$ cat config.mk
export PLATFORM = sky130hd
export DESIGN_NAME = mod_inverse_stream
export DESIGN_NICKNAME = d
export VERILOG_FILES = /design/src/rtl/mod_inverse_stream.sv
export SDC_FILE = /design/constraint.sdc
export NUM_CORES = 2
export LEC_CHECK = 0
export ABC_CLOCK_PERIOD_IN_PS = 7230
export CAP_MARGIN = 15
export CELL_PAD_IN_SITES_DETAIL_PLACEMENT = 1
export CELL_PAD_IN_SITES_GLOBAL_PLACEMENT = 1
export CORE_ASPECT_RATIO = 0.7
export CORE_UTILIZATION = 48
export DETAILED_ROUTE_END_ITERATION = 8
export PLACE_DENSITY = 0.87
export SYNTH_ARGS = -nofsm -noshare
export SYNTH_HDL_FRONTEND = slang
export SYNTH_SLANG_ARGS = --single-unit
$ cat constraint.sdc
create_clock -name clk -period 7.23 [get_ports clk]
set_clock_uncertainty 0.15 [all_clocks]
set_input_delay 0.723 -clock clk [delete_from_list [all_inputs] [get_ports clk]]
set_output_delay 0.723 -clock clk [all_outputs]
set_load 0.1 [all_outputs]
$ cat src/rtl/mod_inverse_stream.sv
// mod_inverse_stream
//    Streaming modular inverse a^-1 mod m using the binary extended Euclid
//    algorithm, one state action per clock.
//
// Ports
//    clk                    clock, rising edge
//    rst                    asynchronous reset, active low
//    input_base_t*          base a (tdata/tvalid/tready)
//    input_modulus_t*       modulus m (tdata/tvalid/tready); both operands
//                           transfer together in the same cycle
//    output_tdata           inverse in [0, m), 0 on error
//    output_tuser           error: no inverse or illegal operands
//    output_tvalid/tready   result handshake
//    busy                   high whenever the engine is not idle
//
// state   | meaning
// IDLE    | waiting for both operands
// CHECK   | reject even m, m < 3, a == 0, a >= m
// HALVE_U | strip factors of two from u, halve x1 mod m
// HALVE_V | strip factors of two from v, halve x2 mod m
// SUB     | subtract the smaller of u/v from the larger, same on x1/x2
// DONE    | result held until output_tready

module mod_inverse_stream #(
   parameter int SIZE     = 64,
   parameter int MAX_ITER = 4*SIZE+4
) (
   input  logic            clk,
   input  logic            rst,
   input  logic [SIZE-1:0] input_base_tdata,
   input  logic            input_base_tvalid,
   output logic            input_base_tready,
   input  logic [SIZE-1:0] input_modulus_tdata,
   input  logic            input_modulus_tvalid,
   output logic            input_modulus_tready,
   output logic [SIZE-1:0] output_tdata,
   output logic            output_tuser,
   output logic            output_tvalid,
   input  logic            output_tready,
   output logic            busy
);

   typedef enum logic [2:0] {IDLE, CHECK, HALVE_U, HALVE_V, SUB, DONE} state_t;

   localparam int IW = $clog2(MAX_ITER+1);
   localparam logic [IW-1:0] ITER_LAST = IW'(MAX_ITER-1);

   state_t          state, state_nxt;
   logic [SIZE-1:0] u, u_nxt, v, v_nxt, x1, x1_nxt, x2, x2_nxt, m_q, m_nxt;
   logic [SIZE-1:0] dout, dout_nxt;
   logic            derr, derr_nxt;
   logic [IW-1:0]   iter, iter_nxt;
   logic [1:0]      rst_sync;
   logic            run;
   logic            accept;

   // x/2 mod m for odd m: odd x becomes (x+m)/2, formed in SIZE+1 bits
   function automatic logic [SIZE-1:0] half_mod(input logic [SIZE-1:0] x,
                                                input logic [SIZE-1:0] m);
      logic [SIZE:0] s;
      s = x[0] ? ({1'b0, x} + {1'b0, m}) : {1'b0, x};
      return s[SIZE:1];
   endfunction

   // (x - y) mod m for x, y in [0, m)
   function automatic logic [SIZE-1:0] sub_mod(input logic [SIZE-1:0] x,
                                               input logic [SIZE-1:0] y,
                                               input logic [SIZE-1:0] m);
      logic [SIZE:0] d;
      d = {1'b0, x} - {1'b0, y};
      if (d[SIZE])
         d = d + {1'b0, m};
      return d[SIZE-1:0];
   endfunction

   // Reset release is re-timed through two flops; acceptance waits for it.
   always_ff @(posedge clk or negedge rst) begin
      if (!rst)
         rst_sync <= 2'b00;
      else
         rst_sync <= {rst_sync[0], 1'b1};
   end

   assign run = rst_sync[1];

   // While rst is held low the ports present the idle view (ready high);
   // between release and sync completion ready stays low so no transfer is lost.
   assign input_base_tready    = (state == IDLE) && (run || !rst);
   assign input_modulus_tready = input_base_tready;
   assign accept = (state == IDLE) && run && input_base_tvalid && input_modulus_tvalid;

   assign output_tvalid = (state == DONE);
   assign output_tdata  = dout;
   assign output_tuser  = derr;
   assign busy          = (state != IDLE);

   always_ff @(posedge clk or negedge rst) begin
      if (!rst) begin
         state <= IDLE;
         u     <= '0;
         v     <= '0;
         x1    <= '0;
         x2    <= '0;
         m_q   <= '0;
         iter  <= '0;
         dout  <= '0;
         derr  <= 1'b0;
      end else begin
         state <= state_nxt;
         u     <= u_nxt;
         v     <= v_nxt;
         x1    <= x1_nxt;
         x2    <= x2_nxt;
         m_q   <= m_nxt;
         iter  <= iter_nxt;
         dout  <= dout_nxt;
         derr  <= derr_nxt;
      end
   end

   always_comb begin
      state_nxt = state;
      u_nxt     = u;
      v_nxt     = v;
      x1_nxt    = x1;
      x2_nxt    = x2;
      m_nxt     = m_q;
      iter_nxt  = iter;
      dout_nxt  = dout;
      derr_nxt  = derr;
      unique case (state)
         IDLE: begin
            if (accept) begin
               u_nxt     = input_base_tdata;
               v_nxt     = input_modulus_tdata;
               m_nxt     = input_modulus_tdata;
               x1_nxt    = SIZE'(1);
               x2_nxt    = '0;
               iter_nxt  = '0;
               state_nxt = CHECK;
            end
         end
         CHECK: begin
            if (!m_q[0] || (m_q < SIZE'(3)) || (u == '0) || (u >= m_q)) begin
               dout_nxt  = '0;
               derr_nxt  = 1'b1;
               state_nxt = DONE;
            end else begin
               state_nxt = HALVE_U;
            end
         end
         HALVE_U: begin
            iter_nxt = iter + 1'b1;
            // u == 0 can only come from u == v in SUB, i.e. gcd > 1
            if ((iter == ITER_LAST) || (u == '0)) begin
               dout_nxt  = '0;
               derr_nxt  = 1'b1;
               state_nxt = DONE;
            end else if (u == SIZE'(1)) begin
               dout_nxt  = x1;
               derr_nxt  = 1'b0;
               state_nxt = DONE;
            end else if (!u[0]) begin
               u_nxt  = u >> 1;
               x1_nxt = half_mod(x1, m_q);
            end else begin
               state_nxt = HALVE_V;
            end
         end
         HALVE_V: begin
            iter_nxt = iter + 1'b1;
            if ((iter == ITER_LAST) || (v == '0)) begin
               dout_nxt  = '0;
               derr_nxt  = 1'b1;
               state_nxt = DONE;
            end else if (v == SIZE'(1)) begin
               dout_nxt  = x2;
               derr_nxt  = 1'b0;
               state_nxt = DONE;
            end else if (!v[0]) begin
               v_nxt  = v >> 1;
               x2_nxt = half_mod(x2, m_q);
            end else begin
               state_nxt = SUB;
            end
         end
         SUB: begin
            iter_nxt = iter + 1'b1;
            if (iter == ITER_LAST) begin
               dout_nxt  = '0;
               derr_nxt  = 1'b1;
               state_nxt = DONE;
            end else begin
               if (u >= v) begin
                  u_nxt  = u - v;
                  x1_nxt = sub_mod(x1, x2, m_q);
               end else begin
                  v_nxt  = v - u;
                  x2_nxt = sub_mod(x2, x1, m_q);
               end
               state_nxt = HALVE_U;
            end
         end
         DONE: begin
            if (output_tready)
               state_nxt = IDLE;
         end
         default: state_nxt = IDLE;
      endcase
   end

endmodule

==> out/metrics.csv <==
metric,value,unit
Worst setup SP type,register,
"Min Clock Period, post-route",6.76,ns
first-pass GRT wire length,373,mm
vias in the first global route,57100,
Mean Syn Cell Area,7.48,µm²
ys async rst share,100,%
Final nets,7629,
starting density of the core,48.7,%
prevailing post-synth register cell,dfrtp_1,
worst min path class,reg2reg,
final setup fails,0,
DR vias,58100,
Final Instance Area,57000,µm²
antenna violations before repair,7,
synthesized netlist cell count,6961,
Achievable Freq,148,MHz
final WL,254,mm
sequential area share after synthesis,19.2,%
CP Capture Type,register,
Setup Crit Path Kind,reg2reg,
placed inst area,55100,µm²
RSZ-0062 raised after global routing,no,
DR WL/cell,30.3,µm
"area leader, netlist",dfrtp_1,
Setup TNS,0,ns
clock root buffer,clkbuf_16,
DP Wirelength,202,mm
Fin Hold WS,0.203,ns
crit path DAT,7.11,ns
Detailed Route Iter0 Violations,7853,
Fin. Hold Viols,0,
buffers added on ports,201,
Rel. slew slack,6.95,%
Core ar.,107000,µm²
largest net degree at the start of global routing,148,
Slew @ Worst Pin,1.38,ns
top cell type's share of synthesized area,19.2,%
"Setup Fix Bufs, Post-CTS",0,
outcome,finished clean,
Pre-Repair DR Iteration Count,7,
CTS Buf Count,50,
Worst-path clk slew,0.07,ns
Layout area overhead,9.41,%
GRT overflow,0,
Area contributors post-synth,"dfrtp_1, ha_1, a21oi_1",
# rows,100,
period utilisation layout,93.5,%
Die ar.,110000,µm²
Sink Count,399,
drc violations,0,
Die W,396,µm
post-synth net total,7688,
DRT antenna net count,0,
Yosys cell types,101,
clock tree buffer depth,3,
Synthesis Warnings,0,
Total GRT Usage,44.6,%
WP data required,7.58,ns
Top Ports,202,
DR vias/cell,6.93,
post-synthesis register bit count,399,
Final GP Congestion,1.04,
layout cells sized above 1,4.19,%
CTS tree,done,
final max-slew violation count,0,
"EDFF count, synth",0,
CP Max Fanout,7,
mapped cell area,52100,µm²
maxcap violations,0,
Chip Height,278,µm
"Clk Latency, worst-skew pair",0.66,ns
depth of the CTS H-tree,2,
[worst max-delay path, cell delays in order, from the launching register on]
cell and delay, ns:
dfrtp_1 0.53, inv_1 0.19, ha_1 0.33, nor2b_1 0.18
o31a_1 0.25, o21ai_1 0.11, a21oi_1 0.39, a21o_1 0.18
a21oi_1 0.07, xnor2_1 0.58, ha_1 0.44, a21oi_1 0.21
o21ai_0 0.14, or3_1 0.35, o22a_1 0.26, o2111ai_1 0.33
nand2_1 0.21, a41oi_1 0.39, a311o_1 0.31, nand2b_1 0.21
mux2i_1 0.17, a221oi_1 0.49, a22oi_1 0.13
[per-layer routing]
layer  GRT usage, %  up-vias  share of wire, %
li1               -    25400                 -
met1           64.6    28800                43
met2           60.2     3368                39
met3           16.0      462                14
met4           14.2        0               3.6
met5              0        -                 0
[stage by stage]
| stage | worst slack, ns | utilization (%) | cells |
|---|---|---|---|
| 6_report | 0.471 | 53.3 | 8376 |
| 5_1_grt | 0.0777 | 53.3 | 8374 |
| 4_1_cts | 0.342 | 53.3 | 8370 |
| 3_5_place_dp | 0.394 | 51.6 | 8275 |
| 3_3_place_gp | 0.640 | 51.6 | 8275 |
| 2_1_floorplan | 1.19 | - | 6961 |
[area by class of cell]
class	instances	area, µm²
diodes	4	10.0
clock buffers	62	1410
clock inverters	32	368
fillers	13400	49900
inverters	458	1720
multi-input cells	5691	38800
flip-flops and latches	399	9990
well taps	1428	1790
repair buffers	302	2860
[worst paths after layout]
check,cells past startpoint,to,from,slack (ns)
max in group asynchronous,4,x2[13],rst,4.34
worst max register to register,22,x1[54],x1[1],0.47
worst max-delay path,22,x1[54],x1[1],0.47
min in group asynchronous,2,v[49],rst,0.45
worst min-delay path,0,rst_sync[1],rst_sync[0],0.20
worst min register to register,0,rst_sync[1],rst_sync[0],0.20
[flip-flops by register name (all words and copies together) (netlist names)]
signal	cells
v	64
rst_sync	2
output_tdata	64
output_tuser	1
m_q	64
x2	64
iter	9
x1	64
state	3
u	64
[cells in the mapped netlist, types with 76 or more instances]
master and instances:
ha_1 586, clkbuf_1 330, dfrtp_1 399, nor3_1 76
o21ai_0 596, nand3_1 90, nor2_1 469, xnor2_1 297
a21oi_1 761, o21bai_1 149, nand2_1 684, xor2_1 162
a21o_1 312, inv_1 458, nand4_1 187, mux2i_1 78
a222oi_1 99
[logic make-up after synthesis]
family                     Yosys count  share of synthesized area, %
AOI/OAI and AO/OA                 2678                          33.1
xor gates and xnor gates           459                          7.72
adders and majority gates          594                          14.4
buffers and inverters              871                          6.54
DFF                                399                          19.2
muxes                              147                          2.99
other                                1                       0.00720
and+or+nand+nor                   1812                          16.0
[timing repair]
| action | CTS | global route |
|---|---|---|
| hold buffers | 1 | 0 |
| endpoints found under the setup margin | 0 | 3 |
| hold endpoints to repair | 58 | 0 |
| gates resized for setup | 0 | 2 |
[placed cells by master, fill, tap and decap left out, types with 48 or more instances in the layout]
cell type / instances
a211oi_1: 52
nor4_1: 67
xnor2_1: 296
clkbuf_16: 51
xor2_1: 162
mux2i_1: 78
a222oi_1: 99
dfrtp_1: 397
a221oi_1: 74
o22ai_1: 61
nor2_1: 462
nand4_1: 187
nand2_1: 681
nand3_1: 90
clkdlybuf4s50_1: 200
mux2_1: 49
ha_1: 586
a21o_1: 309
nor3_1: 76
a21oi_1: 760
o21bai_1: 149
inv_1: 458
o21ai_0: 596
a22o_1: 66
o21a_1: 48
buf_4: 92
a31oi_1: 74
Power is not shown: default switching activity piles up to over one toggle a cycle in this logic, so the estimate is an artifact.
